File: src/rtl/wb_stage_if.sv
// wb_stage_if: MEM -> WB retire bus (handshake, instruction payload, late load data).
//  master (MEM side) drives in_valid, in_rd, in_wb_sel, in_funct3, in_alu, in_pc4, in_imm, ld_valid, ld_data
//                    and receives in_ready.
//  slave  (WB side)  receives the payload and drives in_ready (combinational).
interface wb_stage_if;
   localparam int unsigned XLEN = 32;

   logic            in_valid;
   logic            in_ready;
   logic [4:0]      in_rd;
   logic [1:0]      in_wb_sel;
   logic [2:0]      in_funct3;
   logic [XLEN-1:0] in_alu;
   logic [XLEN-1:0] in_pc4;
   logic [XLEN-1:0] in_imm;
   logic            ld_valid;
   logic [XLEN-1:0] ld_data;

   modport master (
      output in_valid, in_rd, in_wb_sel, in_funct3, in_alu, in_pc4, in_imm, ld_valid, ld_data,
      input  in_ready
   );

   modport slave (
      input  in_valid, in_rd, in_wb_sel, in_funct3, in_alu, in_pc4, in_imm, ld_valid, ld_data,
      output in_ready
   );
endinterface

File: src/rtl/wb_stage.sv
// wb_stage: RV32I writeback stage driving the register file write port.
//  Accepts retiring instructions over mem (wb_stage_if.slave), waits for late load data,
//  selects/extracts the writeback value, counts retired instructions and optionally
//  forwards the in-flight write to the register file read ports.
// Ports:
//  clk, rst_n          clock (rising edge), asynchronous active-low reset
//  flush               synchronous kill of the held instruction
//  mem                 retire bus from MEM (valid/ready, payload, ld_valid/ld_data)
//  WrEn/WrAdr/WrData   register file write port
//  RdAdr1/2, RfRead1/2 register file read addresses and raw read data
//  Read1/2             read data after optional write forwarding (comb)
//  retire_cnt          count of committed instructions (wraps)
// Configuration macro: WB_BYPASS_EN enables same-cycle write->read forwarding.
module wb_stage #(
   parameter int unsigned XLEN  = 32,
   parameter int unsigned CNT_W = 32
) (
   input  logic             clk,
   input  logic             rst_n,
   input  logic             flush,
   wb_stage_if.slave        mem,
   output logic             WrEn,
   output logic [4:0]       WrAdr,
   output logic [XLEN-1:0]  WrData,
   input  logic [4:0]       RdAdr1,
   input  logic [4:0]       RdAdr2,
   input  logic [XLEN-1:0]  RfRead1,
   input  logic [XLEN-1:0]  RfRead2,
   output logic [XLEN-1:0]  Read1,
   output logic [XLEN-1:0]  Read2,
   output logic [CNT_W-1:0] retire_cnt
);

   localparam logic [1:0] SEL_ALU  = 2'b00;
   localparam logic [1:0] SEL_LOAD = 2'b01;
   localparam logic [1:0] SEL_PC4  = 2'b10;
   localparam logic [1:0] SEL_IMM  = 2'b11;

   typedef enum logic [1:0] {
      EMPTY   = 2'b00,
      WAIT_LD = 2'b01,
      FULL    = 2'b10
   } state_t;

   state_t          state_q, state_d;
   logic [2:0]      f3_q;
   logic [1:0]      off_q;
   logic            ready_c;
   logic            accept_c;
   logic            is_load_c;
   logic            ld_take_c;
   logic            count_c;
   logic [XLEN-1:0] sel_c;

   // Load extraction: byte/half picked by the latched offset, then sign/zero extended.
   function automatic logic [XLEN-1:0] extract(input logic [2:0] f3, input logic [1:0] off,
                                               input logic [XLEN-1:0] w);
      logic [7:0]  b;
      logic [15:0] h;
      b = w[{off, 3'b000} +: 8];
      h = off[1] ? w[31:16] : w[15:0];
      case (f3)
         3'b000:  extract = {{(XLEN-8){b[7]}}, b};
         3'b001:  extract = {{(XLEN-16){h[15]}}, h};
         3'b100:  extract = {{(XLEN-8){1'b0}}, b};
         3'b101:  extract = {{(XLEN-16){1'b0}}, h};
         default: extract = w;
      endcase
   endfunction

   assign ready_c      = !flush && (state_q != WAIT_LD);
   assign mem.in_ready = ready_c;

   // State register
   always_ff @(posedge clk or negedge rst_n) begin
      if (!rst_n) state_q <= EMPTY;
      else        state_q <= state_d;
   end

   // Next state and datapath strobes
   always_comb begin
      state_d   = state_q;
      accept_c  = mem.in_valid && ready_c;
      is_load_c = (mem.in_wb_sel == SEL_LOAD);
      ld_take_c = 1'b0;
      count_c   = 1'b0;
      sel_c     = mem.in_alu;

      case (mem.in_wb_sel)
         SEL_PC4: sel_c = mem.in_pc4;
         SEL_IMM: sel_c = mem.in_imm;
         default: sel_c = mem.in_alu;
      endcase

      case (state_q)
         EMPTY, FULL: begin
            count_c = (state_q == FULL) && !flush;
            if (accept_c) state_d = is_load_c ? WAIT_LD : FULL;
            else          state_d = EMPTY;
         end
         WAIT_LD: begin
            ld_take_c = mem.ld_valid && !flush;
            if (mem.ld_valid) state_d = FULL;
         end
         default: state_d = EMPTY;
      endcase

      if (flush) state_d = EMPTY;
   end

   // Write port payload and load context; WrAdr is captured at accept for loads too,
   // which is harmless because WrEn only looks at it in FULL.
   always_ff @(posedge clk or negedge rst_n) begin
      if (!rst_n) begin
         WrAdr  <= 5'd0;
         WrData <= '0;
         f3_q   <= 3'd0;
         off_q  <= 2'd0;
      end else if (accept_c) begin
         WrAdr <= mem.in_rd;
         if (is_load_c) begin
            f3_q  <= mem.in_funct3;
            off_q <= mem.in_alu[1:0];
         end else begin
            WrData <= sel_c;
         end
      end else if (ld_take_c) begin
         WrData <= extract(f3_q, off_q, mem.ld_data);
      end
   end

   // Retired-instruction counter
   always_ff @(posedge clk or negedge rst_n) begin
      if (!rst_n)       retire_cnt <= '0;
      else if (count_c) retire_cnt <= retire_cnt + CNT_W'(1);
   end

   // A flush in FULL must stop the register file write in the same cycle.
   assign WrEn = (state_q == FULL) && (WrAdr != 5'd0) && !flush;

`ifdef WB_BYPASS_EN
   // WrEn already excludes flush and x0.
   assign Read1 = (WrEn && (WrAdr == RdAdr1)) ? WrData : RfRead1;
   assign Read2 = (WrEn && (WrAdr == RdAdr2)) ? WrData : RfRead2;
`else
   logic unused_rdadr_c;
   assign unused_rdadr_c = ^{RdAdr1, RdAdr2};
   assign Read1 = RfRead1;
   assign Read2 = RfRead2;
`endif

endmodule

File: src/flat_wrapper.sv
// flat-port wrapper written by rule: the top's interface ports become plain ports
module wb_stage_flat 
#(
   parameter int unsigned XLEN  = 32,
   parameter int unsigned CNT_W = 32
)
  (clk, rst_n, flush, WrEn, WrAdr, WrData, RdAdr1, RdAdr2, RfRead1, RfRead2, Read1, Read2, retire_cnt, mem_in_valid, mem_in_rd, mem_in_wb_sel, mem_in_funct3, mem_in_alu, mem_in_pc4, mem_in_imm, mem_ld_valid, mem_ld_data, mem_in_ready);
  wb_stage_if mem_i ();
  input  logic clk;
  input  logic rst_n;
  input  logic flush;
  output logic WrEn;
  output logic [4:0] WrAdr;
  output logic [XLEN-1:0] WrData;
  input  logic [4:0] RdAdr1;
  input  logic [4:0] RdAdr2;
  input  logic [XLEN-1:0] RfRead1;
  input  logic [XLEN-1:0] RfRead2;
  output logic [XLEN-1:0] Read1;
  output logic [XLEN-1:0] Read2;
  output logic [CNT_W-1:0] retire_cnt;
  input wire logic [$bits(mem_i.in_valid)-1:0] mem_in_valid;
  input wire logic [$bits(mem_i.in_rd)-1:0] mem_in_rd;
  input wire logic [$bits(mem_i.in_wb_sel)-1:0] mem_in_wb_sel;
  input wire logic [$bits(mem_i.in_funct3)-1:0] mem_in_funct3;
  input wire logic [$bits(mem_i.in_alu)-1:0] mem_in_alu;
  input wire logic [$bits(mem_i.in_pc4)-1:0] mem_in_pc4;
  input wire logic [$bits(mem_i.in_imm)-1:0] mem_in_imm;
  input wire logic [$bits(mem_i.ld_valid)-1:0] mem_ld_valid;
  input wire logic [$bits(mem_i.ld_data)-1:0] mem_ld_data;
  output wire logic [$bits(mem_i.in_ready)-1:0] mem_in_ready;
  assign mem_i.in_valid = mem_in_valid;
  assign mem_i.in_rd = mem_in_rd;
  assign mem_i.in_wb_sel = mem_in_wb_sel;
  assign mem_i.in_funct3 = mem_in_funct3;
  assign mem_i.in_alu = mem_in_alu;
  assign mem_i.in_pc4 = mem_in_pc4;
  assign mem_i.in_imm = mem_in_imm;
  assign mem_i.ld_valid = mem_ld_valid;
  assign mem_i.ld_data = mem_ld_data;
  assign mem_in_ready = mem_i.in_ready;
  wb_stage #(.XLEN(XLEN), .CNT_W(CNT_W)) u_core (.clk(clk), .rst_n(rst_n), .flush(flush), .mem(mem_i), .WrEn(WrEn), .WrAdr(WrAdr), .WrData(WrData), .RdAdr1(RdAdr1), .RdAdr2(RdAdr2), .RfRead1(RfRead1), .RfRead2(RfRead2), .Read1(Read1), .Read2(Read2), .retire_cnt(retire_cnt));
endmodule
File: config.mk
export PLATFORM = sky130hd
export DESIGN_NAME = wb_stage_flat
export DESIGN_NICKNAME = d
export VERILOG_FILES = /design/src/rtl/wb_stage_if.sv /design/src/rtl/wb_stage.sv /design/src/flat_wrapper.sv
export SDC_FILE = /design/constraint.sdc
export NUM_CORES = 1
export LEC_CHECK = 0
export CAP_MARGIN = 20
export CORE_AREA = 8 8 131 133
export CTS_CLUSTER_SIZE = 8
export DETAILED_ROUTE_END_ITERATION = 10
export DIE_AREA = 0 0 139 141
export DONT_BUFFER_PORTS = 1
export PLACE_DENSITY = 0.51
export SYNTH_ARGS = -nofsm -noshare
export SYNTH_HDL_FRONTEND = slang
export SYNTH_SLANG_ARGS = --single-unit
File: constraint.sdc
create_clock -name clk -period 2.03 [get_ports clk]
set_input_delay 0.203 -clock clk [delete_from_list [all_inputs] [get_ports clk]]
set_output_delay 0.203 -clock clk [all_outputs]
set_load 0.05 [all_outputs]
Word level (Yosys, flattened, before mapping). Index checks and enable logic that the tools add are counted.

Register bits after elaboration: 76. Output and inout bits: 135. Logic and storage cells: 46.

Add/sub/neg operators: 1. Equality and inequality tests: 11. Shift operators: 1. Mux-type cells: 13. Reductions and logical operators: 14.

Operators with widths (count): one-hot mux 32 bit (4 select lines) (1); 2-to-1 mux 32 bit (3); one-hot mux 32 bit (2 select lines) (1); adder 32 x 1 -> 32 bit, second input constant (1); variable part select 32 x 6 -> 8 bit (1); 2-to-1 mux 16 bit (1); 2-to-1 mux 2 bit (4); equality test 2 bit, second input constant (3); equality test 3 bit, second input constant (2); logical AND 1 bit (6); nonzero test 5 bit (1); equality test 2 x 1 -> 1 bit, second input constant (2); one-hot mux 2 bit (2 select lines) (1); AND reduction 2 bit (2); equality test 3 x 1 -> 1 bit, second input constant (1); logical NOT 3 bit (1); != test 3 bit, second input constant (1); logical NOT 2 bit (1); 2-to-1 mux 1 bit (2); != test 2 x 1 -> 1 bit, second input constant (1); != test 2 bit, second input constant (1); nonzero test 2 bit (1); OR reduction 2 bit (1); logical NOT 1 bit (1).

Longest topological paths before layout. Gate-level depths: netlist of the first run.

Word-level depth: 6. Gate-level depth with buffers: 8.

Worst setup path before layout of the first run. No wires, ideal clock.

Path type: register to register. From: register u_core.state_q[0]. To: register u_core.f3_q[0]. Setup time: 125 ps. Data arrival time: 2191 ps. Data required time: 1905 ps. Slack: -286 ps. Stages on the path, launching flop included: 6. Buffers on the path: 0. Period minus slack after synthesis: 2316 ps. Cells stage by stage: dfrtp_1 -> and2b_1 -> nor2_1 -> nand2_1 -> nor2_1 -> mux2_2.

Word-level cells in the longest chain between the ends: 4.

RTL lines: from (decl) (RTL line wb_stage.sv:45) `state_t state_q, state_d;`; from (signal assigned) (RTL line wb_stage.sv:77) `else state_q <= state_d;`; != test 2 x 1 -> 1 bit (RTL line wb_stage.sv:71) `assign ready_c = !flush && (state_q != WAIT_LD);`; logical AND 1 bit (RTL line wb_stage.sv:71); via mem_in_ready (RTL line flat_wrapper.sv:31) `output wire logic [$bits(mem_i.in_ready)-1:0] mem_in_ready;`; logical AND 1 bit (RTL line wb_stage.sv:83) `accept_c = mem.in_valid && ready_c;`; AND reduction 2 bit (no line); to (signal assigned) (RTL line wb_stage.sv:122) `f3_q <= mem.in_funct3;`; to (decl) (RTL line wb_stage.sv:46) `logic [2:0] f3_q;`.

The timed path passes the listed nets, and every way through them passes these cells. A chain may end at the register's enable or synchronous reset.

Worst setup path in the final report of the first run.
From: register u_core.state_q[0]. To: output port WrEn.

Word-level cells in the longest chain between the ends: 3.

RTL lines: equality test 2 bit (RTL line wb_stage.sv:139) `assign WrEn = (state_q == FULL) && (WrAdr != 5'd0) && !flush;`; logical AND 1 bit (2 in series) (RTL line wb_stage.sv:139); to (decl) (RTL line flat_wrapper.sv:12) `output logic WrEn;`.

No other way between the ends.

==> flow_summary.yaml, run 1 <==
setup_path:
  cp.arrival_ns: 1.75
  crit_type: "register to primary output"
  required_ns: 1.83
  path_max_fanout: 6
  cp-end-kind: "primary output"
  startpoint_type: "register"
cells_and_area:
  fin_nets: 758
  n_antenna_cell: 0
  fin_cells: 733
  drive_gt1_share_pct: 16.3
  areaGrowthSynthToFinish_pct: 8.73
synthesis:
  post-synth-top-area-cell: "dfrtp_1"
  syn-instance-count: 566
  synth_common_cells: "dfrtp_1 (76), nand2_1 (67), buf_4 (65)"
  syn_avg_cell_area_um2: 8.94
  netlist.area_leader.share_pct: 37.6
  syn_nets: 784
  synthMostInstantiatedCell: "dfrtp_1"
  ys.flop_type: "dfrtp_1"
  synthTopCellsByArea: "dfrtp_1 (38%), buf_4 (9.6%), mux2i_1 (7.7%)"
  netlist-cell-type-count: 49
  yosysWarnings: 0
  synth_area_um2: 5060
  synth_edf_count: 0
  synthArstFlopShare_pct: 100
  ys_seq_area_share_pct: 37.6
  ys_ff_latch: 76
drt:
  num_vias: 4040
  drtIter0Drc: 191
  ant_nets: 0
  wl_per_cell_um: 22.7
  vias_per_cell: 5.51
  dr.pass1.iters: 4
  routed_wirelength_um: 16600
  drc: 0
floorplan:
  start_util_pct: 33.8
  io_pins: 352
  core_area_um2: 15000
  die_x_um: 139
  die-area_um2: 19600
  num_rows: 45
  die_h_um: 141
power:
  powerDensity_nw_per_um2: 990
  p_leak_nw: 2.36
  irDropWorstVdd_mv: 0.483
  p_total_mw: 5.44
timing:
  rsz0062_at_grt: "false"
  skew_ns: 0.00677
  hold_violations: 0
  fin_crit_ns: 1.95
  slew_headroom_pct: 60.9
  worst_hold_slack_ns: 0.0451
  setup_tns_ns: 0
  fmax_mhz: 513
  period_share_pct: 96.0
  finalSetupViolations: 0
  finalMaxSlewViolations: 0
  worst_slew_pin_slew_ns: 0.587
global_route:
  grt_max_degree: 77
  grt_usage_pct: 16.7
  grt_pass1_vias: 4399
  overflow: 0
  antenna_found_initial: 0
  grt_pass1_wl_um: 25400
place:
  post-dp-hpwl_um: 12800
  place_congestion: 0.849
  dp.cells: 704
  port_buffers: 0
cts:
  clkSlewWorstSetupHoldPaths_ns: 0.06
  clk_latency_ns: 0.34
  cts_sinks: 76
  h-tree-depth: 3
  clock_tree.root_cell: "clkbuf_16"
  cts_tree: "built"
  post_cts.repair.setup_buffers: 0
  numCtsBuffers: 9
  cts.path.max_buffers: 2
status:
  status: "completed"
run:
  cap_violations: 0
hold_path:
  hp-class: "primary input to register"
power by group:
group          leakage, nW  internal [mW]  total (mW)  switching (mW)
logic                 1.23          0.471        1.16           0.691
registers            0.976           1.74        2.60           0.861
clock network        0.152           1.02        1.69           0.665
kinds of logic (layout without fill, tap and decap cells):
| family | count (synthesis) | count (layout) | synth area share, % |
|---|---|---|---|
| flops | 76 | 76 | 37.6 |
| simple gates | 176 | 176 | 18.2 |
| buf+inv | 100 | 79 | 13.0 |
| compound gates | 135 | 135 | 15.7 |
| xor+xnor | 31 | 31 | 5.52 |
| fa+ha+maj | 1 | 1 | 0.247 |
| mux | 47 | 47 | 9.72 |
per-layer routing:
layer | vias up | part of all wire [%] | global-route usage, %
li1 | 1889 | - | -
met1 | 1931 | 38 | 17.2
met2 | 183 | 49 | 28.3
met3 | 37 | 12 | 9.49
met4 | 0 | 1.6 | 5.72
met5 | - | 0 | 0
metrics by stage:
stage               instance area [µm²]  setup slack, ns  util (%)
floorplan                          5060           0.0180         -
global placement                   5030            0.131      33.6
detailed placement                 5030           0.0814      33.6
CTS                                5500           0.0513      36.7
global route                       5500          0.00181      36.7
finish                             5500           0.0815      36.7
registers in the layout (all words and copies together), names as in the netlist:
register,cells
u_core.WrAdr,5
u_core.WrData,32
u_core.f3_q,3
u_core.off_q,2
u_core.retire_cnt,32
u_core.state_q,2
worst paths after layout:
path | slack, ns | end | depth (start not counted) | from
setup reg to reg | 0.14 | u_core.retire_cnt[31]$_DFFE_PN0P_ | 5 | u_core.state_q[0]$_DFFE_PN0P_
setup / recovery | 0.08 | WrEn | 4 | u_core.state_q[0]$_DFFE_PN0P_
max in group asynchronous | 1.27 | u_core.WrData[29]$_DFFE_PN0P_ | 2 | rst_n
hold / removal | 0.05 | u_core.state_q[0]$_DFFE_PN0P_ | 2 | mem_ld_valid
hold reg to reg | 0.53 | u_core.retire_cnt[4]$_DFFE_PN0P_ | 1 | u_core.retire_cnt[4]$_DFFE_PN0P_
min in group asynchronous | 0.41 | u_core.retire_cnt[26]$_DFFE_PN0P_ | 2 | rst_n
repair_timing:
item / CTS / global route
endpoints found under the hold margin: 87 / 0
hold buffers: 13 / 0
pin swaps: 0 / 0
gates resized for setup: 1 / 1
endpoints found under the setup margin: 1 / 1
critical path: stages (launching register included):
cell     delay (ns)
dfrtp_2        0.45
or3b_4         0.44
buf_4          0.17
a21oi_1        0.12
buf_4          0.22
placed cells by master, fill, tap and decap left out, types with 7 or more instances in the layout:
cell type,count
dfrtp_1,75
nand2_1,67
nand3_1,15
mux2_2,7
clkbuf_16,9
nor3b_1,7
o211ai_1,14
nor2_1,37
dlygate4sd3_1,12
o21ai_1,11
nand4_1,9
o221ai_1,8
mux2i_1,39
buf_4,46
o21ai_0,40
a311oi_1,7
a21oi_1,43
nor2b_1,9
xnor2_1,28
a31oi_1,7
cell type report:
cell class                 instances  area [µm²]
multi-input combinational        390        2510
inverter                           2        7.51
clock buffer                      11         253
timing repair buffer              61         533
sequential                        76        1900
fill                            1544        9480
clock inverter                     5        60.1
tap                              188         235
No activity file was read; power rests on OpenSTA's default activity.
==> run 2, diff against run 1 <==
--- a/config.mk
+++ b/config.mk
@@ -5,13 +5,15 @@
 export SDC_FILE = /design/constraint.sdc
 export NUM_CORES = 1
 export LEC_CHECK = 0
+export ABC_AREA = 1
 export CAP_MARGIN = 20
-export CORE_AREA = 8 8 131 133
+export CORE_MARGIN = 8
+export CORE_UTILIZATION = 41
 export CTS_CLUSTER_SIZE = 8
 export DETAILED_ROUTE_END_ITERATION = 10
-export DIE_AREA = 0 0 139 141
 export DONT_BUFFER_PORTS = 1
-export PLACE_DENSITY = 0.51
+export PLACE_DENSITY = 0.58
+export RECOVER_POWER = 50
 export SYNTH_ARGS = -nofsm -noshare
 export SYNTH_HDL_FRONTEND = slang
 export SYNTH_SLANG_ARGS = --single-unit
==> flow_summary.yaml, run 2 <==
status:
  status: "completed"
setup_path:
  cpPeakStageDelay_ns: 0.59
  cp.arrival_ns: 2.09
  startpoint_type: "register"
  regToRegSetupSlack_ns: 0.18
  slowest_stage: "dfrtp_1"
  crit_start: "u_core.off_q[1]$_DFFE_PN0P_"
  cpMostUsedCell: "nand2_1"
  timing.rr.end: "u_core.WrData[9]$_DFFE_PN0P_"
  critical_path.top_delay_family: "simple AND/OR/NAND/NOR gates"
  worstPathCellList: "inv_1 > nand3_1 > nand2_1 > nand2_1 > buf_4 > nand4_1 > nand2_1 > nand2_1"
  reg2reg_depth: 8
  cp-end-kind: "register"
  required_ns: 2.27
  cp_num_buf_inv: 2
  path_max_fanout: 15
  crit_type: "register to register"
  r2r-start: "u_core.off_q[1]$_DFFE_PN0P_"
global_route:
  grt_max_degree: 77
  overflow: 0
  antenna_found_initial: 1
  grt_pass1_wl_um: 30200
  grt_pass1_vias: 5622
  grt_usage_pct: 20.7
timing:
  period_share_pct: 91.3
  hold_violations: 0
  fin_crit_ns: 1.85
  worst_hold_slack_ns: 0.0188
  setup_tns_ns: 0
  slew_headroom_pct: 28.1
  finalSetupViolations: 0
  finalMaxSlewViolations: 0
  rsz0062_at_grt: "false"
  worst_slew_pin_slew_ns: 1.08
  skew_ns: 0.00696
  fmax_mhz: 540
hold_path:
  worstHoldEndpoint: "u_core.f3_q[2]$_DFFE_PN0P_"
  hp-class: "primary input to register"
  min_from: "mem_in_funct3[2]"
  hold_depth: 2
synthesis:
  synthTopCellsByArea: "dfrtp_1 (31%), nand2_1 (29%), buf_4 (8.3%)"
  ys_seq_area_share_pct: 31.5
  netlist-cell-type-count: 27
  netlist.area_leader.share_pct: 31.5
  yosysWarnings: 0
  ys_ff_latch: 76
  syn_nets: 1217
  syn_avg_cell_area_um2: 6.05
  syn-instance-count: 999
  synthMostInstantiatedCell: "nand2_1"
  synthArstFlopShare_pct: 100
  synth_edf_count: 0
  post-synth-top-area-cell: "dfrtp_1"
  synth_area_um2: 6050
  ys.flop_type: "dfrtp_1"
  synth_common_cells: "nand2_1 (470), nor2_1 (114), dfrtp_1 (76)"
drt:
  vias_per_cell: 5.06
  drtIter0Drc: 416
  drc: 0
  dr.pass1.iters: 7
  routed_wirelength_um: 19200
  num_vias: 5852
  ant_nets: 0
  wl_per_cell_um: 16.6
run:
  cap_violations: 0
floorplan:
  io_pins: 352
  die-area_um2: 18900
  core_area_um2: 14500
  start_util_pct: 41.8
  die_x_um: 137
  num_rows: 44
  die_h_um: 137
cts:
  post_cts.repair.setup_buffers: 0
  h-tree-depth: 3
  clock_tree.root_cell: "clkbuf_16"
  cts_sinks: 76
  clk_latency_ns: 0.34
  cts_tree: "built"
  cts_resized: 0
  numCtsBuffers: 9
  cts.path.max_buffers: 2
  clkSlewWorstSetupHoldPaths_ns: 0.06
cells_and_area:
  drive_gt1_share_pct: 7.92
  final_cell_mix: "nand2_1 (471), nor2_1 (114), dfrtp_1 (76)"
  fin_nets: 1185
  n_antenna_cell: 0
  reg_top3: "u_core.WrData: 32 flops, u_core.retire_cnt: 32 flops, u_core.WrAdr: 5 flops"
  fin_area_um2: 6370
  nFillCells: 1596
  mostFrequentLayoutCell: "nand2_1"
  areaGrowthSynthToFinish_pct: 5.38
power:
  powerDensity_nw_per_um2: 865
  combinationalPowerShare_pct: 23.0
  switchingPower_mw: 2.35
  internal_power_mw: 3.16
  power.share.sequential_pct: 46.5
  swShare_pct: 42.6
  p_clk_share_pct: 30.5
  irDropWorstVdd_mv: 0.526
  p_leak_nw: 3.31
place:
  placed_area_um2: 5990
  port_buffers: 0
  place_congestion: 0.873
  post-dp-hpwl_um: 15200
## run 2: cell type report
type | instances | area [µm²] | area share [%]
Inverter | 69 | 262 | 4.10
Tap cell | 184 | 230 | 3.61
Clock buffer | 13 | 260 | 4.08
Multi-Input combinational cell | 752 | 3200 | 50.3
Clock inverter | 3 | 43.8 | 0.687
Timing Repair Buffer | 59 | 472 | 7.40
Sequential cell | 76 | 1900 | 29.9
## run 2: per-stage QoR
step / worst slack [ns] / util, % / power (mW) / instances
finish: 0.178 / 44.0 / 5.51 / 1156
CTS: 0.180 / 44.2 / 5.58 / 1156
global placement: 0.236 / 41.3 / 3.82 / 1131
floorplan: 0.231 / - / 3.80 / 999
global route: 0.0324 / 44.0 / 5.86 / 1156
detailed placement: 0.209 / 41.3 / 3.83 / 1131
## run 2: power groups by stage
stage	logic (mW)	registers (mW)	clock network, mW
CTS	1.29	2.57	1.72
global route	1.45	2.61	1.80
floorplan	1.15	2.65	0
finish	1.27	2.56	1.68
global placement	1.22	2.60	0
detailed placement	1.23	2.60	0
## run 2: what timing repair did
| action | 4_1_cts | 5_1_grt |
|---|---|---|
| endpoints found under the setup margin | 0 | 0 |
| endpoints found under the hold margin | 82 | 0 |
| hold buffers | 9 | 0 |
## run 2: cells by family (layout without fill, tap and decap cells)
kind of cell,after synthesis,count (layout),share of synthesized area (%)
flops,76,76,31.5
compound gates,61,61,5.46
simple gates,675,675,45.2
buf+inv,171,144,15.5
fa+ha+maj,1,1,0.207
xor+xnor,15,15,2.17
## run 2: worst max path at each step
| stage | to | slack (ns) | depth (start not counted) |
|---|---|---|---|
| after floorplan | u_core.retire_cnt[12]$_DFFE_PN0P_ | 0.23 | 7 |
| after global placement | u_core.WrData[9]$_DFFE_PN0P_ | 0.24 | 8 |
| after detailed placement | u_core.WrData[9]$_DFFE_PN0P_ | 0.21 | 8 |
| after global routing | u_core.WrData[13]$_DFFE_PN0P_ | 0.03 | 8 |
| after CTS | WrEn | 0.18 | 3 |
| final | u_core.WrData[9]$_DFFE_PN0P_ | 0.18 | 8 |
## run 2: metal layers
| metal | wire (µm) | part of all wire, % | up-vias | GRT usage, % |
|---|---|---|---|---|
| met5 | 13 | 0.068 | - | 0 |
| met4 | 484 | 2.5 | 2 | 8.87 |
| met3 | 1470 | 7.6 | 45 | 6.20 |
| met2 | 9210 | 48 | 199 | 33.5 |
| met1 | 8050 | 42 | 2646 | 25.1 |
| li1 | - | - | 2960 | - |
